## src/rtl/serial_subtractor.sv

```systemverilog
// Bit-serial two's-complement subtractor: one full-subtractor cell, registered borrow,
// LSB-first over WIDTH cycles, valid/ready on both sides.
module serial_subtractor #(
   parameter int unsigned WIDTH = 4
) (
   input  logic             clk,
   input  logic             rst,
   input  logic             in_valid,
   output logic             in_ready,
   input  logic [WIDTH-1:0] a,
   input  logic [WIDTH-1:0] b,
   input  logic             bin,
   output logic             out_valid,
   input  logic             out_ready,
   output logic [WIDTH-1:0] diff,
   output logic             bout
);

   localparam int unsigned CW = (WIDTH > 1) ? $clog2(WIDTH) : 1;
   localparam logic [CW-1:0] CntLast = CW'(WIDTH - 1);

   localparam logic [1:0] StIdle = 2'd0;
   localparam logic [1:0] StRun  = 2'd1;
   localparam logic [1:0] StDone = 2'd2;

   logic [1:0]       state_q, state_d;
   logic [WIDTH-1:0] a_q, a_d;
   logic [WIDTH-1:0] b_q, b_d;
   logic [WIDTH-2:0] res_q, res_d;
   logic [WIDTH-1:0] diff_q, diff_d;
   logic             brw_q, brw_d;
   logic             bout_q, bout_d;
   logic [CW-1:0]    cnt_q, cnt_d;

   logic             x, y, d_bit, brw_next;
   logic [WIDTH-1:0] res_ext;

   always_comb begin
      x        = a_q[0];
      y        = b_q[0];
      d_bit    = x ^ y ^ brw_q;
      brw_next = (~x & y) | (~(x ^ y) & brw_q);
      // New bit enters at the MSB; on the last bit this is the complete difference.
      res_ext  = {d_bit, res_q};

      state_d = state_q;
      a_d     = a_q;
      b_d     = b_q;
      res_d   = res_q;
      diff_d  = diff_q;
      brw_d   = brw_q;
      bout_d  = bout_q;
      cnt_d   = cnt_q;

      case (state_q)
         StIdle: begin
            if (in_valid) begin
               a_d     = a;
               b_d     = b;
               brw_d   = bin;
               cnt_d   = '0;
               state_d = StRun;
            end
         end
         StRun: begin
            a_d   = a_q >> 1;
            b_d   = b_q >> 1;
            brw_d = brw_next;
            res_d = res_ext[WIDTH-1:1];
            if (cnt_q == CntLast) begin
               diff_d  = res_ext;
               bout_d  = brw_next;
               cnt_d   = '0;
               state_d = StDone;
            end else begin
               cnt_d = cnt_q + CW'(1);
            end
         end
         StDone: begin
            if (out_ready) begin
               state_d = StIdle;
            end
         end
         default: state_d = StIdle;
      endcase
   end

   always_ff @(posedge clk or posedge rst) begin
      if (rst) begin
         state_q <= StIdle;
         a_q     <= '0;
         b_q     <= '0;
         res_q   <= '0;
         diff_q  <= '0;
         brw_q   <= 1'b0;
         bout_q  <= 1'b0;
         cnt_q   <= '0;
      end else begin
         state_q <= state_d;
         a_q     <= a_d;
         b_q     <= b_d;
         res_q   <= res_d;
         diff_q  <= diff_d;
         brw_q   <= brw_d;
         bout_q  <= bout_d;
         cnt_q   <= cnt_d;
      end
   end

   assign in_ready  = (state_q == StIdle);
   assign out_valid = (state_q == StDone);
   assign diff      = diff_q;
   assign bout      = bout_q;

endmodule
```

## config.mk

```make
export PLATFORM = sky130hd
export DESIGN_NAME = serial_subtractor
export DESIGN_NICKNAME = d
export VERILOG_FILES = /design/src/rtl/serial_subtractor.sv
export SDC_FILE = /design/constraint.sdc
export NUM_CORES = 1
export LEC_CHECK = 0
export CORE_MARGIN = 5
export CORE_UTILIZATION = 45
export DETAILED_ROUTE_END_ITERATION = 7
export GPL_TIMING_DRIVEN = 0
export MAX_ROUTING_LAYER = met4
export PLACE_DENSITY = 0.74
export SETUP_SLACK_MARGIN = 0.05
export SLEW_MARGIN = 10
export SYNTH_ARGS = -nofsm -noshare
export SYNTH_HDL_FRONTEND = slang
export SYNTH_SLANG_ARGS = --single-unit
```

## constraint.sdc

```tcl
create_clock -name clk -period 1.22 [get_ports clk]
set_input_delay 0.244 -clock clk [delete_from_list [all_inputs] [get_ports clk]]
set_output_delay 0.244 -clock clk [all_outputs]
set_load 0.02 [all_outputs]
```

==> flow_metrics.py, run 1 <==
metrics = {
    "run_status": {
        "status": "complete, but fails checks",
        "violations": "setup timing",
    },
    "worst_hold_path": {
        "min_path_type": "in -> reg",
        "worstHoldStart": "in_valid",
    },
    "timing": {
        "worst_slew_pin_slew_ns": 0.796,
        "rsz0062_at_grt": "yes",
        "hold_viol": 0,
        "period_needed_ns": 1.47,
        "drv_slew": 0,
        "fmax_ghz": 0.679,
        "fin_worst_hold_slack_ns": 0.357,
        "relSlewSlack": 0.469,
        "layout_setup_ws_ns": -0.254,
        "fin_crit_sh": 1.21,
        "skew_ns": 0.00158,
        "finalSetupViolCount": 22,
    },
    "yosys": {
        "synth_seq_area_share": 0.507,
        "synth_cell_types": 27,
        "synth_nets": 109,
        "synth_area_um2": 1040,
        "yosysWarnings": 0,
        "ys_ff_latch": 21,
        "async_reset_ff_frac": 1.00,
        "synth_edf_count": 0,
        "syn_inst": 94,
        "synthFlopType": "dfrtp_1",
        "syn_avg_cell_area_um2": 11.0,
    },
    "cells_and_area": {
        "mostFrequentLayoutCell": "dfrtp_1",
        "syn_to_final_growth_pct": 43.4,
        "mostFrequentLayoutCells": "dfrtp_1 (21), buf_4 (13), nand2_1 (11), clkdlybuf4s50_1 (11)",
        "num-nets-final": 149,
        "diodes": 0,
        "final_layout_size_suffix_gt1_frac": 0.474,
    },
    "setup_path": {
        "worst-path-max-fanout": 4,
        "cp_common_cell": "buf_6",
        "crit_chain": "buf_6 -> buf_8 -> nand2b_4 -> inv_2 -> buf_6",
        "critPathArrivalTime_ns": 1.23,
        "r2r_start": "state_q[0]",
        "crit_path_start_kind": "flop",
        "max_stage_delay_ns": 0.40,
        "cp_top_family": "flip-flops",
        "cp_slowest_cell": "dfrtp_1",
        "required_ns": 0.98,
        "crit_type": "reg -> out",
        "crit_buf_inv": 4,
        "cp-end-kind": "output pin",
        "crit_start": "state_q[0]",
    },
    "clock_tree": {
        "clock_sinks": 21,
        "cts.clk_slew.worst_paths_ns": 0.12,
        "cts_htree_levels": 1,
        "cts_inserted_buffers": 3,
        "clkLatencyLatePin_ns": 0.31,
        "clockBufferDepth": 2,
        "clock-root-buffer": "clkbuf_4",
        "cts_tree": "done",
    },
    "placement": {
        "hpwl_um": 1510,
        "post-place-ws_ns": -0.486,
        "gp_routability_congestion": 0.751,
        "portBuffers": 18,
    },
    "die": {
        "die_w_um": 58.0,
        "num_rows": 17,
        "io_pins": 20,
        "die_area_um2": 3360,
        "start_util": 0.468,
        "die_y_um": 58.0,
        "core-area_um2": 2210,
    },
    "drt": {
        "vias": 811,
        "ant_nets": 0,
        "first_pass_iters": 4,
        "initialDrtViolationCount": 5,
        "routed_wl_um": 2340,
        "avgRoutedWirePerCell_um": 14.6,
        "drc_errors": 0,
        "avgViaCountPerCell": 5.04,
    },
    "global_routing": {
        "grt_first_pass_wirelength_um": 3670,
        "grt_use_total": 0.147,
        "grt_overflow_total": 0,
        "antenna_found_initial": 0,
        "grt_pass1_vias": 846,
        "grt_start_max_net_pins": 22,
    },
    "power": {
        "p_leak_nw": 0.716,
        "power_density_nw_per_um2": 2630,
        "ir_drop_v": 0.00160,
    },
    "job": {
        "maxCapViolations": 0,
    },
}
[worst register-to-register path, cell delays in order, from the launching register on]
cell	delay [ns]
dfrtp_1	0.40
buf_6	0.12
buf_4	0.13
buf_12	0.14
nand3b_4	0.14
mux2_4	0.31
[routing by layer]
metal  vias up  wire [um]  GRT usage
met2        20       1180      0.248
met3         2        131     0.0312
li1        398          -          -
met5         -          0          -
met4         0         29     0.0497
met1       391        998      0.172
[kinds of logic after synthesis]
kind of cell / share of synthesized area
DFF: 0.507
buffers and inverters: 0.0749
and+or+nand+nor: 0.186
muxes: 0.0676
AOI/OAI and AO/OA: 0.133
adders and majority gates: 0.0314
[path summary, 6_finish.rpt]
check                        endpoint  slack (ns)  cells past startpoint
setup / recovery            out_valid       -0.25                      5
hold / removal             state_q[0]        0.36                      3
setup reg to reg              diff[1]       -0.12                      5
hold reg to reg              res_q[0]        0.49                      2
max in group asynchronous    cnt_q[0]        0.36                      2
min in group asynchronous        bout        0.37                      2
[registers in the layout (all words and copies together) (netlist names)]
name	count
res_q	3
bout	1
a_q	4
diff	4
brw_q	1
b_q	4
cnt_q	2
state_q	2
[power breakdown]
part	internal (mW)	switching (mW)	total, mW
clock network	0.123	0.221	0.343
registers	1.03	0.203	1.23
logic	1.26	1.07	2.33
[cell type report]
type | instances | area, um2
clock inverter | 1 | 5.00
fill | 180 | 727
buffer | 5 | 47.5
sequential | 21 | 526
tap | 28 | 35.0
multi-input combinational | 59 | 507
timing repair buffer | 35 | 309
inverter | 9 | 33.8
clock buffer | 3 | 22.5
[synth_stat cells (2+ instances only)]
cell type	count	area (um2)
a21oi_1	5	25.0
buf_6	3	33.8
dfrtp_1	21	526
inv_1	9	33.8
mux2_4	4	60.1
nand2_1	15	56.3
nand2b_1	2	12.5
nand3b_1	2	15.0
nor2_4	2	22.5
nor3b_1	4	30.0
o21ai_0	7	35.0
o221a_2	2	22.5
o22a_1	4	35.0
[repair_timing]
| item | 4_1_cts | 5_1_grt |
|---|---|---|
| gates resized for setup | 39 | 27 |
| hold buffers | 0 | 0 |
| pin swaps | 4 | 16 |
| cloned | 0 | 0 |
| buffers inserted | 11 | 6 |
| hold endpoints to repair | 0 | 0 |
| endpoints found under the setup margin | 13 | 21 |
[metrics by stage]
stage | instances | cell area [um2] | utilization | power [mW] | TNS (ns)
3_5_place_dp | 140 | 1260 | 0.568 | 2.95 | -2.18
5_1_grt | 161 | 1490 | 0.671 | 4.18 | -3.15
2_1_floorplan | 94 | 1040 | - | 2.45 | -0.0313
4_1_cts | 155 | 1370 | 0.617 | 3.53 | -0.692
3_3_place_gp | 140 | 1260 | 0.568 | 2.88 | -1.54
6_report | 161 | 1490 | 0.671 | 3.90 | -2.15
Power figures use the tool's default switching activity.
==> inputs of run 2 (changes only) <==
--- a/config.mk
+++ b/config.mk
@@ -7,6 +7,7 @@
 export LEC_CHECK = 0
 export CORE_MARGIN = 5
 export CORE_UTILIZATION = 45
+export CTS_CLUSTER_SIZE = 12
 export DETAILED_ROUTE_END_ITERATION = 7
 export GPL_TIMING_DRIVEN = 0
 export MAX_ROUTING_LAYER = met4
==> constraint.sdc (replaced) <==
create_clock -name clk -period 1.22 [get_ports clk]
set_input_delay 0.244 -clock clk [delete_from_list [all_inputs] [get_ports clk]]
set_output_delay 0.244 -clock clk [all_outputs]
set_load 0.05 [all_outputs]
==> flow_metrics.py, run 2 (synthesis gave the netlist of run 1 again) <==
metrics = {
    "die": {
        "core-area_um2": 2210,
        "io_pins": 20,
        "start_util": 0.468,
        "die_w_um": 58.0,
        "num_rows": 17,
        "die_y_um": 58.0,
        "die_area_um2": 3360,
    },
    "setup_path": {
        "worst-path-max-fanout": 4,
        "cp_top_family": "buffers and inverters",
        "crit_path_start_kind": "flop",
        "max_stage_delay_ns": 0.39,
        "cp_common_cell": "buf_8",
        "crit_chain": "buf_6 -> buf_8 -> nand2b_4 -> clkinvlp_4 -> buf_8",
        "cp_slowest_cell": "dfrtp_1",
        "required_ns": 0.98,
        "cp-end-kind": "output pin",
        "critPathArrivalTime_ns": 1.29,
        "crit_type": "reg -> out",
        "crit_buf_inv": 4,
    },
    "timing": {
        "worst_slew_pin_slew_ns": 0.807,
        "period_needed_ns": 1.53,
        "hold_viol": 0,
        "fin_worst_hold_slack_ns": 0.353,
        "finalSetupViolCount": 13,
        "rsz0062_at_grt": "yes",
        "fin_crit_sh": 1.26,
        "skew_ns": 0.00667,
        "drv_slew": 0,
        "fmax_ghz": 0.653,
        "layout_setup_ws_ns": -0.311,
        "relSlewSlack": 0.462,
    },
    "global_routing": {
        "grt_start_max_net_pins": 22,
        "grt_use_total": 0.159,
        "grtUsageMet3": 0.0267,
        "met1_usage": 0.202,
        "use_met2": 0.240,
        "grt_first_pass_wirelength_um": 3860,
        "grt_overflow_total": 0,
        "grt_pass1_vias": 825,
        "top_usage_layer": "met2",
        "antenna_found_initial": 0,
    },
    "clock_tree": {
        "cts_inserted_buffers": 3,
        "clock-root-buffer": "clkbuf_4",
        "clock_sinks": 21,
        "clockBufferDepth": 2,
        "clkLatencyLatePin_ns": 0.32,
        "cts_htree_levels": 1,
        "cts_hold_buffers": 0,
        "cts_tree": "done",
        "cts.clk_slew.worst_paths_ns": 0.12,
    },
    "placement": {
        "portBuffers": 18,
        "place_area_um2": 1260,
        "dpl.cell_count": 140,
        "hpwl_um": 1460,
        "gp_routability_congestion": 0.739,
    },
    "power": {
        "power_frac_comb": 0.603,
        "p_int_mw": 2.33,
        "switching_share": 0.415,
        "seq_power_share": 0.310,
        "power_density_nw_per_um2": 2750,
        "p_leak_nw": 0.685,
        "p_clk_frac": 0.087,
        "ir_drop_v": 0.00145,
        "p_sw_mw": 1.65,
    },
    "run_status": {
        "status": "complete, but fails checks",
        "violations": "setup timing",
    },
    "cells_and_area": {
        "final_layout_size_suffix_gt1_frac": 0.411,
        "instances_no_fill": 157,
        "mostFrequentLayoutCells": "dfrtp_1 (21), nand2_1 (14), buf_4 (12)",
        "diodes": 0,
        "num-nets-final": 145,
        "mostFrequentLayoutCell": "dfrtp_1",
        "fillCellCount": 170,
        "syn_to_final_growth_pct": 40.1,
        "fin_area_um2": 1450,
    },
    "drt": {
        "drc_errors": 0,
        "ant_nets": 0,
        "first_pass_iters": 4,
        "routed_wl_um": 2310,
        "avgViaCountPerCell": 5.06,
        "vias": 794,
        "initialDrtViolationCount": 7,
        "avgRoutedWirePerCell_um": 14.7,
    },
    "job": {
        "maxCapViolations": 0,
    },
    "worst_hold_path": {
        "min_path_type": "in -> reg",
    },
}
==> run 2: cell count changes in the layout (fill, tap and decap cells not counted), sizes merged <==
cell,delta
buf,-4
clkinv,-1
clkbuf,+1
clkinvlp,+1
inv,-1
==> run 2: stage by stage <==
stage | utilization | power, mW | setup WS, ns | setup TNS, ns
after floorplan | - | 2.68 | -0.0392 | -0.143
final | 0.656 | 3.99 | -0.311 | -0.980
after global placement | 0.570 | 3.11 | -0.714 | -2.96
after global routing | 0.656 | 4.25 | -0.363 | -2.01
after CTS | 0.620 | 3.75 | -0.320 | -0.710
after detailed placement | 0.570 | 3.18 | -0.715 | -3.49
==> run 2: routing by layer <==
layer	vias up	share of wire
li1	386	-
met1	385	0.47
met3	5	0.034
met4	0	0.025
met2	18	0.47
met5	-	0
==> run 2: layout make-up <==
type | count | area, um2 | share of cell area
Buffer | 5 | 47.5 | 0.0328
Clock buffer | 4 | 26.3 | 0.0181
Inverter | 9 | 37.5 | 0.0259
Multi-Input combinational cell | 59 | 482 | 0.332
Sequential cell | 21 | 526 | 0.362
Tap cell | 28 | 35.0 | 0.0241
Timing Repair Buffer | 31 | 298 | 0.205
==> run 2: path summary, 6_finish.rpt <==
check | endpoint | slack, ns | startpoint | cells past startpoint
max | out_valid | -0.31 | state_q[0] | 5
min | state_q[0] | 0.35 | in_valid | 3
max reg2reg | cnt_q[1] | -0.08 | state_q[0] | 7
min reg2reg | res_q[0] | 0.49 | res_q[0] | 2
max in group asynchronous | diff[2] | 0.35 | rst | 2
min in group asynchronous | a_q[2] | 0.37 | rst | 2
==> run 2: power by group through the flow <==
stage	combinational (mW)	clock [mW]	sequential, mW
final	2.41	0.346	1.24
after global routing	2.60	0.385	1.27
after CTS	2.18	0.359	1.21
after detailed placement	1.95	0	1.23
after global placement	1.89	0	1.21
after floorplan	1.23	0	1.45
==> run 2: repair_timing <==
item,in CTS,in global routing
resized for setup,54,12
buffers inserted,8,7
endpoints found under the setup margin,13,26
pin swaps,7,12
==> run 2: tightest hold or removal path, stage by stage <==
cell and delay [ns]:
clkbuf_2 0.17, mux2i_1 0.16, nor2_1 0.06
==> inputs of run 3 (changes only) <==
--- a/config.mk
+++ b/config.mk
@@ -7,6 +7,7 @@
 export LEC_CHECK = 0
 export CORE_MARGIN = 5
 export CORE_UTILIZATION = 45
+export CTS_CLUSTER_DIAMETER = 100
 export CTS_CLUSTER_SIZE = 12
 export DETAILED_ROUTE_END_ITERATION = 7
 export GPL_TIMING_DRIVEN = 0
==> results of run 3 <==
No change in the layout: final DEF, timing and power equal those of run 2.
